--- config.mk ---
export PLATFORM = sky130hd
export DESIGN_NAME = sprite_pixel_writer
export DESIGN_NICKNAME = d
export VERILOG_FILES = /design/src/rtl/sprite_pixel_writer.sv
export SDC_FILE = /design/constraint.sdc
export NUM_CORES = 1
export LEC_CHECK = 0
export ABC_AREA = 1
export CAP_MARGIN = 30
export CORE_MARGIN = 2
export CORE_UTILIZATION = 45
export CTS_CLUSTER_DIAMETER = 80
export CTS_CLUSTER_SIZE = 10
export DETAILED_ROUTE_END_ITERATION = 6
export DONT_BUFFER_PORTS = 1
export PLACE_DENSITY = 0.66
export SETUP_SLACK_MARGIN = 0.02
export SYNTH_ARGS = -nofsm -noshare
export SYNTH_HDL_FRONTEND = slang
export SYNTH_SLANG_ARGS = --single-unit
--- constraint.sdc ---
create_clock -name HF_CLK -period 2.7 [get_ports HF_CLK]
set_clock_uncertainty 0.05 [all_clocks]
set_input_delay 0.54 -clock HF_CLK [delete_from_list [all_inputs] [get_ports HF_CLK]]
set_output_delay 0.54 -clock HF_CLK [all_outputs]
set_load 0.05 [all_outputs]
--- src/rtl/sprite_pixel_writer.sv ---
// sprite_pixel_writer: three-stage sprite texel writer into a 640x480 frame buffer.
// S0 captures the screen coordinate and instruction while the sprite ROM is addressed,
// S1 waits for the ROM and precomputes clip/invisible flags and the linear address,
// S2 writes the non-transparent, on-screen texel. Writes happen only during blanking.
//
// Ports:
//   HF_CLK       clock
//   RST          synchronous active-high reset
//   BLANK        1 = blanking interval, writes permitted; 0 flushes the pipeline
//   CURRENT_INS  [31:22] x origin, [21:13] y origin, [12:10] mode, [9:4] sprite id
//   SID_CLM/ROW  sprite-local column/row
//   PGA_CLM/ROW  screen column/row
//   ROM_ADDR     sprite ROM address {sprite id, SID_ROW, SID_CLM}, combinational
//   ROM_DATA     texel, valid one cycle after ROM_ADDR; 8'h00 is transparent
//   FB_WE        one-cycle frame-buffer write strobe
//   FB_ADDR      PGA_ROW*H_RES + PGA_CLM
//   FB_DATA      texel written
//   WR_CNT       saturating count of writes issued
//   DROP_CNT     saturating count of clipped, invisible or transparent texels
module sprite_pixel_writer #(
    parameter int unsigned H_RES = 640,
    parameter int unsigned V_RES = 480,
    parameter int unsigned CNT_W = 16
) (
    input  logic             HF_CLK,
    input  logic             RST,
    input  logic             BLANK,
    input  logic [31:0]      CURRENT_INS,
    input  logic [4:0]       SID_CLM,
    input  logic [4:0]       SID_ROW,
    input  logic [9:0]       PGA_CLM,
    input  logic [9:0]       PGA_ROW,
    output logic [15:0]      ROM_ADDR,
    input  logic [7:0]       ROM_DATA,
    output logic             FB_WE,
    output logic [18:0]      FB_ADDR,
    output logic [7:0]       FB_DATA,
    output logic [CNT_W-1:0] WR_CNT,
    output logic [CNT_W-1:0] DROP_CNT
);

    localparam int unsigned ADDR_W = 19;
    localparam logic [2:0]  MODE_INVISIBLE = 3'b111;

    // S1 (ROM wait) stage
    logic              valid1;
    logic [9:0]        col1;
    logic [9:0]        row1;
    logic [2:0]        mode1;

    // S2 (write) stage
    logic              valid2;
    logic              clip2;
    logic              invis2;
    logic [ADDR_W-1:0] addr2;
    logic [7:0]        texel2;

    logic              clip1_c;
    logic              invis1_c;
    logic [ADDR_W-1:0] addr1_c;
    logic              issue_c;
    logic              drop_c;
    logic              unused_ins;

    // ROM is addressed straight from the live inputs so its data lines up with S1->S2.
    assign ROM_ADDR   = {CURRENT_INS[9:4], SID_ROW, SID_CLM};
    assign unused_ins = ^{CURRENT_INS[31:13], CURRENT_INS[3:0]};

    // Clip/visibility decode and linear address; the address stays zero for clipped
    // coordinates so an off-screen product is never formed.
    always_comb begin
        clip1_c  = (32'(col1) >= H_RES) || (32'(row1) >= V_RES);
        invis1_c = (mode1 == MODE_INVISIBLE);
        addr1_c  = '0;
        if (!clip1_c) begin
            addr1_c = ADDR_W'(row1) * ADDR_W'(H_RES) + ADDR_W'(col1);
        end
    end

    // Write/drop decision; BLANK low squashes the S2 entry without counting it.
    always_comb begin
        issue_c = valid2 && !clip2 && !invis2 && (texel2 != 8'h00) && BLANK;
        drop_c  = valid2 && BLANK && !issue_c;
    end

    // Control, outputs and statistics.
    always_ff @(posedge HF_CLK) begin
        if (RST) begin
            valid1   <= 1'b0;
            valid2   <= 1'b0;
            FB_WE    <= 1'b0;
            FB_ADDR  <= '0;
            FB_DATA  <= '0;
            WR_CNT   <= '0;
            DROP_CNT <= '0;
        end else begin
            valid1 <= BLANK;
            valid2 <= valid1 && BLANK;
            FB_WE  <= issue_c;
            if (issue_c) begin
                FB_ADDR <= addr2;
                FB_DATA <= texel2;
            end
            if (issue_c && (WR_CNT != {CNT_W{1'b1}})) begin
                WR_CNT <= WR_CNT + CNT_W'(1);
            end
            if (drop_c && (DROP_CNT != {CNT_W{1'b1}})) begin
                DROP_CNT <= DROP_CNT + CNT_W'(1);
            end
        end
    end

    // Datapath registers; qualified by the valid bits so they need no reset.
    always_ff @(posedge HF_CLK) begin
        col1   <= PGA_CLM;
        row1   <= PGA_ROW;
        mode1  <= CURRENT_INS[12:10];
        clip2  <= clip1_c;
        invis2 <= invis1_c;
        addr2  <= addr1_c;
        texel2 <= ROM_DATA;
    end

endmodule

# Word level (Yosys, flattened, before mapping)
# Cells that the tools add are included.
# word_totals
word_cells	37
output_inout_bits	76
reg_bits	114
# classes
n_mul	1
add_sub_neg	3
n_eq_ne	3
order_cmp	2
n_reduce_logical	14
# op_table
op	count
adder 16 x 1 -> 16 bit, second input constant	2
!= test 16 bit, second input constant	2
adder 19 x 10 -> 19 bit	1
multiplier 10 x 3 -> 12 bit, second input constant	1
>= comparator 10 bit, second input constant	1
>= comparator 10 x 9 -> 1 bit, second input constant	1
logical AND 1 bit	9
nonzero test 8 bit	1
equality test 3 bit, second input constant	1
logical NOT 1 bit	3
logical OR 1 bit	1

# Longest topological paths before layout
# logic_depth
word_depth	8
mapped_depth	14

# Least setup slack after synthesis
# Ideal clock, no wire load.
# synth_timing
path_type	reg-to-reg
start	register row1[1]
end	register addr2[17]
path_buffers	0
arrival_ns	2.054
path_stages_with_launch	12
setup_time_ns	0.064
slack_ns	0.532
required_time_ns	2.586
cell_sequence	dfxtp_1 -> ha_1 -> ha_1 -> fa_1 -> nand2_1 -> nor3_1 -> nand3_1 -> nor2_1 -> nand2_1 -> nand2_1 -> inv_1 -> nor2_1
# synth_between
elab_chain_cells	2
word_cells_on_any_way	4
classes_between	1 x add/sub; 1 x mul; 1 x order compare; 1 x reduce/logical
# synth_lines
item	line	source
start: declaration	48	logic [9:0] row1;
start signal: assignment	116	row1 <= PGA_ROW;
multiplier 10 x 3 -> 12 bit or >= comparator 10 x 9 -> 1 bit (tied branches)	76, 72	
adder 19 x 10 -> 19 bit or logical OR 1 bit (tied branches)	76, 72	
end signal: assignment	120	addr2 <= addr1_c;
end: declaration	55	logic [ADDR_W-1:0] addr2;
# Several ways; a longest one is shown, not always the timed one.
# A chain may end at the register's enable or synchronous reset.

# Final worst setup path
# Ends and elaborated chain as after synthesis.

==> run metrics <==
outcome=completed; core area=10700 um2; Via Count=4162; Crit Path Class=reg -> reg; Leakage=2.47 nW; GR Overflow Total=0; first-pass GRT wire length=18000 um; post-DP HPWL=7470 um; design area=5970 um2; vias in the first global route=3996; worst-margin pin slew=640 ps; worst r2r path cells=11; largest net degree at the start of global routing=53; Top FF cell, synth=dfxtp_1; most frequent cell after synthesis=nand2_1; Post-synth EDFFs=0; Seq/Total Area, Yosys=46.7%; Async SR Flop Fraction=0%; post-CTS setup buffer count=0; worst hold start=RST; Syn Area/Cell=7.63 um2; CTS tree=built; placed inst area=5120 um2; post-synth top area share=46.7%; Hold Path End=valid2; worst min-delay path category=in -> reg; Yosys warning total=0; FF-to-FF setup slack=290 ps; pwr dens=683 nW/um2; setup TNS=0 ps; WP data required=3080 ps; Finish-stage setup viols=0; fin crit period=2410 ps; diode count=0; final hold vios=0; TritonRoute pass-1 iters=5; worst-path fanout max=4; Rel. slew slack=57.2%; RD Place Congestion=0.888; Synth top cells by count=nand2_1, dfxtp_1, nor2_1, a21oi_1, inv_1; Yosys reg bits=114; Hold Path Depth=1; fmax=416 MHz; nets@finish=790; critical path arrival=2790 ps; Die Span X=108 um; initial core utilization=45.7%; total track usage=19.7%; Sink Count=114; initial antenna violation count=0; Root Driver=clkbuf_8; r2r endpoint=addr2[17]; Detailed Route WL=11200 um; clk slew on worst S/H paths=60 ps; post-layout util=55.8%; Port Buf Inserts=0; final total power=4.08 mW; DR DRC count=0; RSZ-0062 raised after global routing=false; Max rail drop VDD=0.437 mV; vias per cell=4.93; cell taking the most area after synthesis=dfxtp_1; Antenna Nets Post-Route=0; I/O pin count=149; worst-skew pair later-pin latency=500 ps; part of the cycle the worst path needs=89.1%; die span in y=108 um; 1st-iter DRT viols=274; area grow syn2layout=22.2%; Crit. End Element=register; H-tree depth=4; DIE AREA=11700 um2; Num CTS Buffers=17; share of layout cells above drive strength 1=10.1%; fin. max-slew vios=0; Rows=38; total of max-cap violations=0; drt wl/cell=13.3 um; post-synth cell types=29; Mapped Nets=737; post-synthesis instance area=4890 um2; maximum buffer depth of the clock tree=2; CP startpoint=row1[1]; Syn Inst Count=641; r2r startpoint=row1[1]; CP startpoint kind=register; dominant cells by area after synthesis=dfxtp_1, nand2_1, a21oi_1
## metal layers
layer	track usage (%)	share of wire (%)	wire length, um	up-vias
li1	-	-	-	2143
met1	22.5	43	4880	1896
met5	0	0	0	-
met2	33.5	48	5390	108
met3	7.35	7.2	810	15
met4	7.42	1.4	155	0
## area by class of cell
type / instances / area, um2
well taps: 140 / 175
inverters: 62 / 233
repair buffers: 67 / 581
clock inverters: 10 / 114
clock buffers: 20 / 425
fillers: 997 / 4720
multi-input cells: 432 / 2160
flip-flops and latches: 114 / 2280
## timing repair
action | 4_1_cts | 5_1_grt
endpoints found under the hold margin | 31 | 0
setup endpoints to repair | 0 | 0
gates resized for setup | 0 | 0
hold buffers | 31 | 0
## critical path, stage by stage (launching register included)
cell and delay, ps:
dfxtp_1 330, ha_1 300, ha_1 240, fa_1 430
xnor2_1 200, nor3_1 240, nand3_1 170, nor2_1 150
nand2_1 60, nand2_1 60, inv_1 40, nor2_1 60
## flip-flops by register name, indices dropped and copies added (netlist names)
signal	flops
addr2	19
WR_CNT	16
col1	10
mode1	3
invis2	1
DROP_CNT	16
valid2	1
texel2	8
clip2	1
FB_DATA	8
FB_WE	1
valid1	1
FB_ADDR	19
row1	10
## cells in the final DEF, fill, tap and decap left out, types with 2 or more instances in the layout
cell type and n:
clkinv_2 4, clkbuf_1 3, fa_1 2, inv_1 59, nor2_1 67, ha_1 21, nand3_1 37, bufinv_16 2
xnor2_1 8, nor3_1 13, nand4_1 5, nand2_1 177, o21a_1 2, nand2_2 2, dfxtp_1 114, and3_1 2
clkbuf_16 16, dlygate4sd3_1 31, buf_4 36, a21oi_1 65, o21ai_0 12, xor2_1 12, inv_2 3, clkinv_4 3
## cells by family after synthesis
kind of cell	count (synthesis)	synth area share, %
simple gates	307	25.8
xor+xnor	20	3.58
fa+ha+maj	23	6.19
compound gates	82	8.65
buf+inv	95	9.08
flops	114	46.7
## stage by stage
step,setup slack [ps],hold WS (ps),cells
floorplan,532,344,641
global placement,373,345,784
detailed placement,335,349,784
CTS,311,26.5,845
global route,106,20.7,845
finish,295,57.2,845
## report_power, final
part / switching (mW) / total [mW] / internal (mW)
Sequential: 0.0271 / 1.77 / 1.74
Clock: 0.737 / 2.03 / 1.30
Combinational: 0.167 / 0.284 / 0.116
## worst max-delay path by stage
| stage | to | slack (ps) | depth (start not counted) |
|---|---|---|---|
| global placement | addr2[17] | 370 | 11 |
| CTS | addr2[17] | 310 | 11 |
| finish | addr2[17] | 290 | 11 |
| global route | addr2[17] | 110 | 11 |
| floorplan | addr2[17] | 530 | 11 |
| detailed placement | addr2[17] | 330 | 11 |
Power figures use the tool's default switching activity.
==> RTL edit (config.mk and constraints unchanged) <==
The parameter `CNT_W` goes from 16 to 20.
--- a/src/rtl/sprite_pixel_writer.sv
+++ b/src/rtl/sprite_pixel_writer.sv
@@ -20,7 +20,7 @@
 module sprite_pixel_writer #(
     parameter int unsigned H_RES = 640,
     parameter int unsigned V_RES = 480,
-    parameter int unsigned CNT_W = 16
+    parameter int unsigned CNT_W = 20
 ) (
     input  logic             HF_CLK,
     input  logic             RST,
Interface: changed (resized DROP_CNT and WR_CNT); port bits go from 149 to 157. No check against the original RTL was run, so the function may have changed too.
==> RTL edit against the unedited design <==
- design area is 7.5% higher
- synthesized area is 12% higher
- total power is 8.7% higher
- hold slack better by 0.039 ns
- sequential cell count is 8 higher
- fmax is 3.0% lower
- final cell count is 7.8% higher
- via count is 11% higher
- wire length is 11% higher
- die area is 11% higher
- setup slack worse by 0.075 ns
- largest power group unchanged
==> RTL edit: results (changes against the unedited design) <==
[global_routing]
track_usage_pct = 19.3  ; -0.33 points
grt_pass1_vias = 4248  ; +6.3%
grt_pass1_wl_microns = 19700  ; +10%
antenna_found_initial = 3  ; +3
grt_max_degree = 37  ; -30%

[placement]
pre_cts_ws_ns = 0.122  ; -0.213 ns
placedInstanceArea_sq_um = 5750  ; +12%
dpl.hpwl_microns = 8700  ; +16%
placedCellCount = 877  ; +12%
port_buffers = 0  ; unchanged
place.gp.congestion = 0.913  ; +2.9%

[sta]
period_needed_ns = 2.48  ; +0.0745 ns
tightest_slew_ns = 0.953  ; +0.313 ns

[worst_setup_path]
reg2reg_depth = 13  ; +2
timing.critical_path.mode_cell = nand2_1
cp_max_fo = 4  ; unchanged
setup.worst_path.start = row1[3]
cpMaxStageDelayCell = fa_2
r2r_slack_ns = 0.22  ; -0.07 ns
cp_slowest_stage_delay_ns = 0.57  ; +0.14 ns
crit_path_end = addr2[18]

[drt]
vias = 4607  ; +11%
dr.first_iter.drc_count = 204  ; -26%
drt-pass1-iter-count = 5  ; unchanged
routed_via_density = 5.06  ; +2.7%
finalWirelength_microns = 12400  ; +11%

[clocking]
htreeDepth = 4  ; unchanged
clk_pin_slew_ns = 0.05
clk_latency_ns = 0.41  ; -0.09 ns
max-clock-path-buffers = 2  ; unchanged
numCtsBuffers = 17  ; unchanged
ctsRootBufferMaster = clkbuf_16

[power_and_ir_drop]
p_leak_nw = 2.78  ; +12%
p_sw_mw = 0.996  ; +6.9%
peakVddDrop_uv = 471  ; +7.9%

[yosys]
synthFlopType = dfxtp_1
syn_nets = 816  ; +11%
synth_seq_area_share_pct = 44.8  ; -1.9 points
ys_warn_count = 0  ; unchanged
synth_area_leaders = dfxtp_1 45%, nand2_1 11%, nor2_1 8.3%, ha_1 4.8%, inv_1 4.2%
synth_common_cells = 167 x nand2_1, 122 x dfxtp_1, 121 x nor2_1
ys_types = 38  ; +31%
syn-instance-count = 720  ; +12%
synth-async-reset-ratio_pct = 0  ; unchanged

[hold_path]
min_path_type = in2reg
worstHoldPathCells = 0  ; -1

[cells_and_area]
largest_registers = DROP_CNT x20, WR_CNT x20
final_nets = 848  ; +7.3%
drive_above_1_share_pct = 13.2  ; +3.2 points

[outcome]
status = complete, no violations

==> RTL edit: cell count changes in the layout (fill, tap and decap cells not counted), sizes merged, moves of 9 or more <==
cell,change
nor2,+57
dlygate4sd3,-31
o21ai,+25
a21oi,-20
buf,+13
nand4,+12
nand2,-9
==> RTL edit: power groups by stage <==
stage          sequential, mW  clock, mW  combinational, mW
6_report                 1.89       2.28              0.271
5_1_grt                  1.90       2.40              0.306
4_1_cts                  1.89       2.32              0.247
3_5_place_dp             1.93          0              0.240
3_3_place_gp             1.93          0              0.231
2_1_floorplan            1.93          0              0.259
==> RTL edit: kinds of logic (layout without fill, tap and decap cells) <==
logic type                 count (synthesis)  count (layout)  share of synthesized area (%)
AOI/OAI and AO/OA                         90              90                           9.10
and+or+nand+nor                          359             359                           27.7
adders and majority gates                 23              23                           5.55
xor gates and xnor gates                  26              26                           4.17
DFF                                      122             122                           44.8
other                                      0               1                              0
buffers and inverters                    100             143                           8.71
==> RTL edit: final cells by class <==
type,instances,area (sq um)
Fill cell,1127,5490
Multi-Input combinational cell,498,2580
Sequential cell,122,2440
Clock buffer,19,453
Timing Repair Buffer,49,368
Inverter,64,243
Tap cell,147,184
Clock inverter,11,148
Antenna cell,1,2.50
==> RTL edit: timing repair <==
action	in CTS	in global routing
setup endpoints to repair	0	2
setup buffers	0	3
gates resized for setup	0	9
==> RTL edit: how the worst min path moves through the flow <==
stage	start	endpoint	slack, ns
2_1_floorplan	col1[0]	addr2[0]	0.34
3_3_place_gp	col1[6]	addr2[6]	0.35
3_5_place_dp	col1[1]	addr2[1]	0.35
4_1_cts	PGA_CLM[2]	col1[2]	0.07
5_1_grt	PGA_CLM[0]	col1[0]	0.07
6_report	PGA_ROW[9]	row1[9]	0.1
==> RTL edit: per-layer routing <==
metal  up-vias  track usage, %  wire, microns
met2       135            32.5           6100
met3        25            8.52            848
met4         4            7.40            173
met1      2093            21.7           5290
met5         -               0             27
li1       2350               -              -
==> RTL edit: worst max-delay path, delay by kind of cell, from the launching register on <==
| family | cells | cell delay, ns |
|---|---|---|
| simple gates | 8 | 0.80 |
| compound gates | 1 | 0.18 |
| fa+ha+maj | 3 | 0.97 |
| buf+inv | 1 | 0.04 |
| flops | 1 | 0.38 |
==> RTL edit: through the flow <==
stage                     util (%)  hold WS [ns]
after floorplan                  -         0.344
after global placement        48.3         0.348
after detailed placement      48.3         0.349
after CTS                     53.3        0.0726
after global routing          53.9        0.0696
final                         53.9        0.0966
